--- src/rtl/control_unit_pipe.sv ---
// Single-issue control unit: decodes {op,funct} into a registered control word
// with stall/flush handling, debug single-stepping and a HALT drain sequence.
`timescale 1ns/1ps
module control_unit_pipe #(
  parameter int                     NB_FUNCTION  = 6,
  parameter int                     NB_CONTROL   = 18,
  parameter int                     NB_COUNT     = 32,
  parameter int                     DRAIN_CYCLES = 4,
  parameter logic [NB_FUNCTION-1:0] HALT_OPCODE  = NB_FUNCTION'(6'b111111)
) (
  input  logic                   i_clock,
  input  logic                   i_reset_n,
  input  logic                   i_instr_valid,
  input  logic [NB_FUNCTION-1:0] i_operation,
  input  logic [NB_FUNCTION-1:0] i_function,
  input  logic                   i_stall,
  input  logic                   i_flush,
  input  logic                   i_step_mode,
  input  logic                   i_step,
  output logic [NB_CONTROL-1:0]  o_control,
  output logic                   o_control_valid,
  output logic                   o_ready,
  output logic [1:0]             o_state,
  output logic                   o_halted,
  output logic [NB_COUNT-1:0]    o_instr_count
);

  typedef enum logic [1:0] {
    RUN       = 2'd0,
    STEP_WAIT = 2'd1,
    DRAIN     = 2'd2,
    HALTED    = 2'd3
  } state_e;

  localparam logic [3:0] DRAIN_LOAD = 4'(DRAIN_CYCLES - 1);

  // Control word layout, MSB first: RegDst MemToReg MemRead Branch MemWrite
  // Ope2..0 ALUSrc RegWrite ShiftSrc JmpSrc JReturnDst EQorNE DataMask1..0
  // IsUnsigned JmpOrBrch.
  function automatic logic [17:0] decode_ctrl(input logic [5:0] op,
                                              input logic [5:0] fn);
    logic [17:0] w;
    w = {10'b0000000101, ~(fn[5] | fn[2]), 7'b0001100};
    casez (op)
      6'b1?0???: w = {14'b11100000110000, op[1], op[0], op[2], 1'b0};
      6'b1?1???: w = {14'b00001000100000, op[1], op[0], op[2], 1'b0};
      6'b0?1???: w = {5'b10000, op[2], op[1], op[0], 10'b1100001100};
      6'b0?01??: w = {13'b0001000000010, op[0], 4'b1100};
      6'b0?001?: w = {9'b000000000, op[0], 2'b01, op[0], 5'b01101};
      6'b0?000?: begin
        if (fn ==? 6'b0?1???) w = {9'b000000000, fn[0], 8'b00001101};
      end
      default: ;
    endcase
    return w;
  endfunction

  state_e                  state_q, state_d;
  logic [3:0]              drain_q, drain_d;
  logic                    step_q;
  logic [NB_CONTROL-1:0]   ctrl_q, ctrl_d;
  logic                    vld_q, vld_d;
  logic [NB_COUNT-1:0]     cnt_q, cnt_d;

  logic                    step_pulse;
  logic                    issue_gate;
  logic                    issue;
  logic                    is_halt;
  logic                    halt_issue;
  logic                    vld_p0;
  logic [NB_CONTROL-1:0]   ctrl_p0;

  // A step request only counts on the cycle i_step rises, so a held pulse
  // cannot issue a burst of instructions.
  assign step_pulse = i_step & ~step_q;
  assign issue_gate = ~i_stall & ~i_flush &
                      (((state_q == RUN) & ~i_step_mode) |
                       ((state_q == STEP_WAIT) & step_pulse));
  assign issue      = i_instr_valid & issue_gate;
  assign is_halt    = (i_operation == HALT_OPCODE);
  assign halt_issue = issue & is_halt;

  // Stage p0: decode of the instruction being issued this cycle
  assign vld_p0  = issue & ~is_halt;
  assign ctrl_p0 = NB_CONTROL'(decode_ctrl(i_operation[5:0], i_function[5:0]));

  always_comb begin
    state_d = state_q;
    drain_d = drain_q;
    case (state_q)
      RUN, STEP_WAIT: begin
        if (halt_issue) begin
          state_d = DRAIN;
          drain_d = DRAIN_LOAD;
        end else if (i_step_mode) begin
          state_d = STEP_WAIT;
        end else begin
          state_d = RUN;
        end
      end
      DRAIN: begin
        if (drain_q == 4'd0) state_d = HALTED;
        else                 drain_d = drain_q - 4'd1;
      end
      HALTED:  ;
      default: state_d = RUN;
    endcase
  end

  always_comb begin
    ctrl_d = ctrl_q;
    vld_d  = vld_q;
    cnt_d  = cnt_q;
    if (vld_p0) begin
      ctrl_d = ctrl_p0;
      vld_d  = 1'b1;
      if (~&cnt_q) cnt_d = cnt_q + NB_COUNT'(1);
    end else if (~(i_stall & ~i_flush)) begin
      // Any non-issue cycle that is not a pure stall inserts a bubble.
      ctrl_d = '0;
      vld_d  = 1'b0;
    end
  end

  always_ff @(posedge i_clock or negedge i_reset_n) begin
    if (!i_reset_n) begin
      state_q <= RUN;
      drain_q <= 4'd0;
      step_q  <= 1'b0;
      ctrl_q  <= '0;
      vld_q   <= 1'b0;
      cnt_q   <= '0;
    end else begin
      state_q <= state_d;
      drain_q <= drain_d;
      step_q  <= i_step;
      ctrl_q  <= ctrl_d;
      vld_q   <= vld_d;
      cnt_q   <= cnt_d;
    end
  end

  // Stage p1: registered outputs
  assign o_control       = ctrl_q;
  assign o_control_valid = vld_q;
  assign o_ready         = issue_gate;
  assign o_state         = state_q;
  assign o_halted        = (state_q == HALTED);
  assign o_instr_count   = cnt_q;

endmodule

--- config.mk ---
export PLATFORM = sky130hd
export DESIGN_NAME = control_unit_pipe
export DESIGN_NICKNAME = d
export VERILOG_FILES = /design/src/rtl/control_unit_pipe.sv
export SDC_FILE = /design/constraint.sdc
export NUM_CORES = 1
export LEC_CHECK = 0
export ABC_AREA = 1
export CORE_ASPECT_RATIO = 1.4
export CORE_MARGIN = 1.5
export CORE_UTILIZATION = 51
export CTS_CLUSTER_DIAMETER = 80
export CTS_CLUSTER_SIZE = 24
export DETAILED_ROUTE_END_ITERATION = 10
export PLACE_DENSITY_LB_ADDON = 0.12
export SYNTH_ARGS = -nofsm -noshare
export SYNTH_HDL_FRONTEND = slang
export SYNTH_SLANG_ARGS = --single-unit
--- constraint.sdc ---
create_clock -name i_clock -period 2.1 [get_ports i_clock]
set_clock_uncertainty 0.1 [all_clocks]
set_input_delay 0.42 -clock i_clock [delete_from_list [all_inputs] [get_ports i_clock]]
set_output_delay 0.42 -clock i_clock [all_outputs]
set_load 0.01 [all_outputs]
Yosys cells after proc, flatten, opt, wreduce, memory -nomap -nowiden
Cells that the tools add are included.
{ "totals": {"register_bits": 58, "latch_bits": 0, "ramBits": 0, "romBits": 0, "inputBits": 19, "out_inout_bits": 55, "word_cells": 62, "mem_count": 0} }
{ "op_classes": {"addsub": 2, "n_mul": 0, "div_mod_pow": 0, "magnitude_cmp": 0, "n_eq_ne": 14, "shifts": 0, "n_mux": 13, "n_bitwise": 18, "n_reduce_logical": 9} }
{ "op_table": {"columns": ["cell", "count"], "rows": [
  ["one-hot mux 18 bit (6 select lines)", 1],
  ["2-to-1 mux 18 bit", 2],
  ["adder 32 x 1 -> 32 bit, second input constant", 1],
  ["AND reduction 32 bit", 1],
  ["2-to-1 mux 11 bit", 1],
  ["bitwise AND 1 bit", 9],
  ["== test 2 bit, second input constant", 4],
  ["zero test 4 bit", 2],
  ["2-to-1 mux 4 bit", 2],
  ["inequality test 2 bit, second input constant", 4],
  ["one-hot mux 4 bit (2 select lines)", 1],
  ["inverter 1 bit", 7],
  ["== test 2 x 1 -> 1 bit, second input constant", 3],
  ["== test 6 bit, second input constant", 1],
  ["== test 4 x 1 -> 1 bit, second input constant", 1],
  ["2-to-1 mux 2 bit", 2],
  ["one-hot mux 2 bit (2 select lines)", 1],
  ["AND reduction 2 bit", 2],
  ["subtractor 4 x 1 -> 4 bit, second input constant", 1],
  ["== test 3 x 1 -> 1 bit, second input constant", 1],
  ["2-to-1 mux 1 bit", 3],
  ["AND reduction 3 bit", 1],
  ["zero test 2 bit", 1],
  ["bitwise OR 1 bit", 2],
  ["other kinds (2)", 2]
]} }

Logic depth before layout (Yosys ltp)
{ "depth": {"depth_word": 9, "ltp_mapped": 10, "mapped_depth_nobuf": 10} }

Worst setup path before layout
OpenSTA, ideal clock, no wires.
{ "synth_path": {"path_type": "register to register", "start": "reg cnt_q[0], in the netlist o_instr_count[0]", "end": "reg cnt_q[28], in the netlist o_instr_count[28]", "setup_ns": 0.116, "t_arrival_ns": 1.550, "t_required_ns": 1.884, "path_slack_ns": 0.334, "stages_incl_launch_ff": 10, "path_buffers": 1, "period_less_slack_ns": 1.766, "cell_sequence": "dfrtp_1 > ha_1 > nand3_1 > nor2_1 > nand2_1 > nor2_1 > nor2_2 > buf_6 > nand2_1 > nand2_1"} }
{ "synth_via": {"elab_chain_cells": 3, "elab_cells_between_ends": 4, "classes_between": "1 x add/sub; 1 x bitwise; 2 x reduce/logical"} }
{ "synth_lines": {"columns": ["item", "line", "rtl"], "rows": [
  ["start, declared", "63", "logic [NB_COUNT-1:0] cnt_q, cnt_d;"],
  ["start signal, assigned", "139", "cnt_q <= cnt_d;"],
  ["parallel branches: the longest is 3 deep, another holds adder 32 x 1 -> 32 bit", null, null]
]} }
Several ways; the timed one is not identified.
A chain may end at the register's enable or synchronous reset.

Worst setup path after layout
{ "layout_path": {"start": "reg cnt_q[19], in the netlist o_instr_count[19]", "end": "out o_instr_count[19]"} }
{ "layout_lines": {"columns": ["item", "line", "rtl"], "rows": [
  ["end, declared", "25", "output logic [NB_COUNT-1:0] o_instr_count"]
]} }
No word-level cell between the ends.

==> summary.txt <==
HP Class = flip-flop to flip-flop
DR vias/cell = 5.08
drt initial violations = 199
CP Launch Type = flip-flop
pin count of the biggest net entering global routing = 58
unrepaired setup endpoints after global routing = false
Total Wirelength = 8600 µm
Max rail drop VDD = 328 µV
via count = 3,445
setup TNS = 0 ns
total gr overflow = 0
xor and xnor area share after synthesis = 3.81%
fin nets = 620
Clk pin slew, worst setup/hold paths = 0.08 ns
Synth Register Bits = 57
crit-path max cell delay = 0.59 ns
DPL Wire Length = 6370 µm
Slew Viols, Final = 0
fin crit share = 92.9%
Die H = 100 µm
sequential element share of the synthesized area = 41.3%
synthesized-area fraction occupied by adder cells = 0.725%
Syn Inst Count = 512
CTS sink cnt = 57
achievable frequency = 0.513 GHz
Placement Cell Area = 4280 µm²
Tightest Pin Transition = 0.342 ns
P_leak = 2.15 nW
critical path, cell by cell = clkdlybuf4s50_1
Synth Cell Area = 3450 µm²
I/O pin count = 74
Tot Pwr = 2.29 mW
H-Tree Depth = 3
Crit Path Class = flip-flop to output port
Tot GR Track Use = 25.8%
first-pass GRT wire length = 14,800 µm
core area = 6570 µm²
Avg Cell Area, Syn = 6.74 µm²
Post-Place Setup Slack = -0.115 ns
post-layout util = 68.6%
DR pass1 iterations = 4
DRC = 0
DIE AREA = 7280 µm²
routed length per instance = 12.7 µm
n_diodes = 0
Worst path slowest cell = clkdlybuf4s50_1
buffers added on ports = 71
initial antenna violation count = 0
compound-gate portion of the synthesized area = 3.26%
Final min period = 1.95 ns
clock tree buffer depth = 2
Num CTS Buffers = 9
number of global-route vias before repair = 3,358
Root Driver = clkbuf_8
worst skew pair latency = 0.35 ns
initial core utilization = 52.5%
CP delay by family, top = buffers and inverters
maxcap violations = 0
CTS tree = done
Placer Congestion = 0.939
syn nets = 533
post-synthesis mux area share = 0%
Max-Slew Margin vs Limit = 77.1%
# setup viols final = 0
Ys Warns = 0
Cell variety after synth = 25
# rows = 35
Post-Synth Simple-Gate Area = 43.1%
Pwr Density = 507 nW/µm²
final instance area = 4510 µm²
layout cells sized above 1 = 8.44%
setup ws final = 0.149 ns
Detail Route Antenna Nets = 0
Hold Vio Cnt, Final = 0
worst path required time = 1.58 ns
crit-path max FO = 6
status = finished clean
CP Data Arrival Time = 1.43 ns
CP Capture Type = output port
area grow syn2layout = 30.6%
Die X = 72.5 µm
Buf+Inv Stages, Crit Path = 1
main combinational cell family by area after synthesis = simple AND/OR/NAND/NOR gates
-- per-layer routing --
layer  part of all wire, %  vias to the layer above  GRT usage (%)  wire length (µm)
met5                     0                        -              0                 0
met4                   3.5                        0           13.2               298
met3                   4.7                       28           5.62               401
met2                    51                       93           44.4              4380
met1                    41                     1590           29.7              3520
li1                      -                     1734              -                 -
-- layout make-up --
class	count	area, µm²
Multi-Input combinational cell	400	1770
Clock inverter	2	35.0
Timing Repair Buffer	86	845
Sequential cell	57	1430
Inverter	45	169
Fill cell	580	2060
Clock buffer	14	173
Tap cell	74	92.6
-- cells by family after synthesis --
family,Yosys count
AO/OA/AOI/OAI,22
XOR/XNOR,15
adder cells (fa/ha/maj),2
buffers and inverters,55
flip-flops,57
AND/OR/NAND/NOR,361
-- layout by cell type, fill, tap and decap left out --
cell type	instances
buf_2	1
clkinv_2	1
xnor2_1	5
bufinv_16	1
nor2_2	3
buf_4	12
clkdlybuf4s50_1	69
nor2_1	64
dfrtp_1	57
buf_12	2
nand2_2	10
clkbuf_8	12
xor2_1	10
ha_1	2
nand3_4	1
nor3_1	2
nand3_1	27
inv_2	1
dlygate4sd2_1	1
nand3_2	2
dlygate4sd3_1	1
or2_2	1
clkbuf_1	2
a21oi_1	3
o21ai_0	18
nand4_1	2
a211oi_1	1
inv_1	44
nor2_4	3
nand2_1	245
nand2_8	1
-- state kept, by name (all words and copies together) (netlist names) --
register	cells
o_instr_count	32
drain_q	4
step_q	1
o_control	17
o_control_valid	1
o_state	2
-- Yosys cell counts, drive strengths merged --
cell,count,area share [%]
or2,1,0.18
inv,45,4.9
xor2,10,2.5
nor3,2,0.29
clkbuf,2,0.22
a21oi,3,0.43
nand3,30,5.0
ha,2,0.73
nand2,256,29
a211oi,1,0.22
xnor2,5,1.3
nand4,2,0.36
dfrtp,57,41
buf,8,2.6
nor2,70,8.5
o21ai,18,2.6
-- what timing repair did --
item                                   in CTS  in global routing
gates resized for setup                     1                  1
endpoints found under the hold margin      45                  0
setup endpoints to repair                   1                 27
hold buffers                                1                  0
setup buffers                               0                  0
-- per-stage QoR --
step / std cells / hold WS, ns
final: 678 / 0.381
after global routing: 678 / 0.409
after CTS: 678 / 0.386
after detailed placement: 661 / 0.343
after global placement: 661 / 0.345
after floorplan: 512 / 0.0244
-- report_power, final --
part | leakage (nW) | switching [mW] | total, mW | internal [mW]
combinational | 1.26 | 0.0557 | 0.101 | 0.0449
sequential | 0.784 | 0.000264 | 1.10 | 1.10
clock | 0.107 | 0.441 | 1.09 | 0.645
-- path summary, 6_finish.rpt --
| check | cells past startpoint | startpoint | slack (ns) | end |
|---|---|---|---|---|
| min in group asynchronous | 3 | i_reset_n | 0.49 | o_instr_count[19]$_DFFE_PN0P_ |
| worst min-delay path | 2 | o_control[12]$_DFFE_PN0P_ | 0.38 | o_control[12]$_DFFE_PN0P_ |
| max in group asynchronous | 3 | i_reset_n | 1.14 | o_control[4]$_DFFE_PN0P_ |
| worst min register to register | 2 | o_control[12]$_DFFE_PN0P_ | 0.38 | o_control[12]$_DFFE_PN0P_ |
| worst max register to register | 9 | o_instr_count[1]$_DFFE_PN0P_ | 0.19 | o_instr_count[26]$_DFFE_PN0P_ |
| worst max-delay path | 1 | o_instr_count[19]$_DFFE_PN0P_ | 0.15 | o_instr_count[19] |
Note: power is estimated with default switching activity, not from simulation.
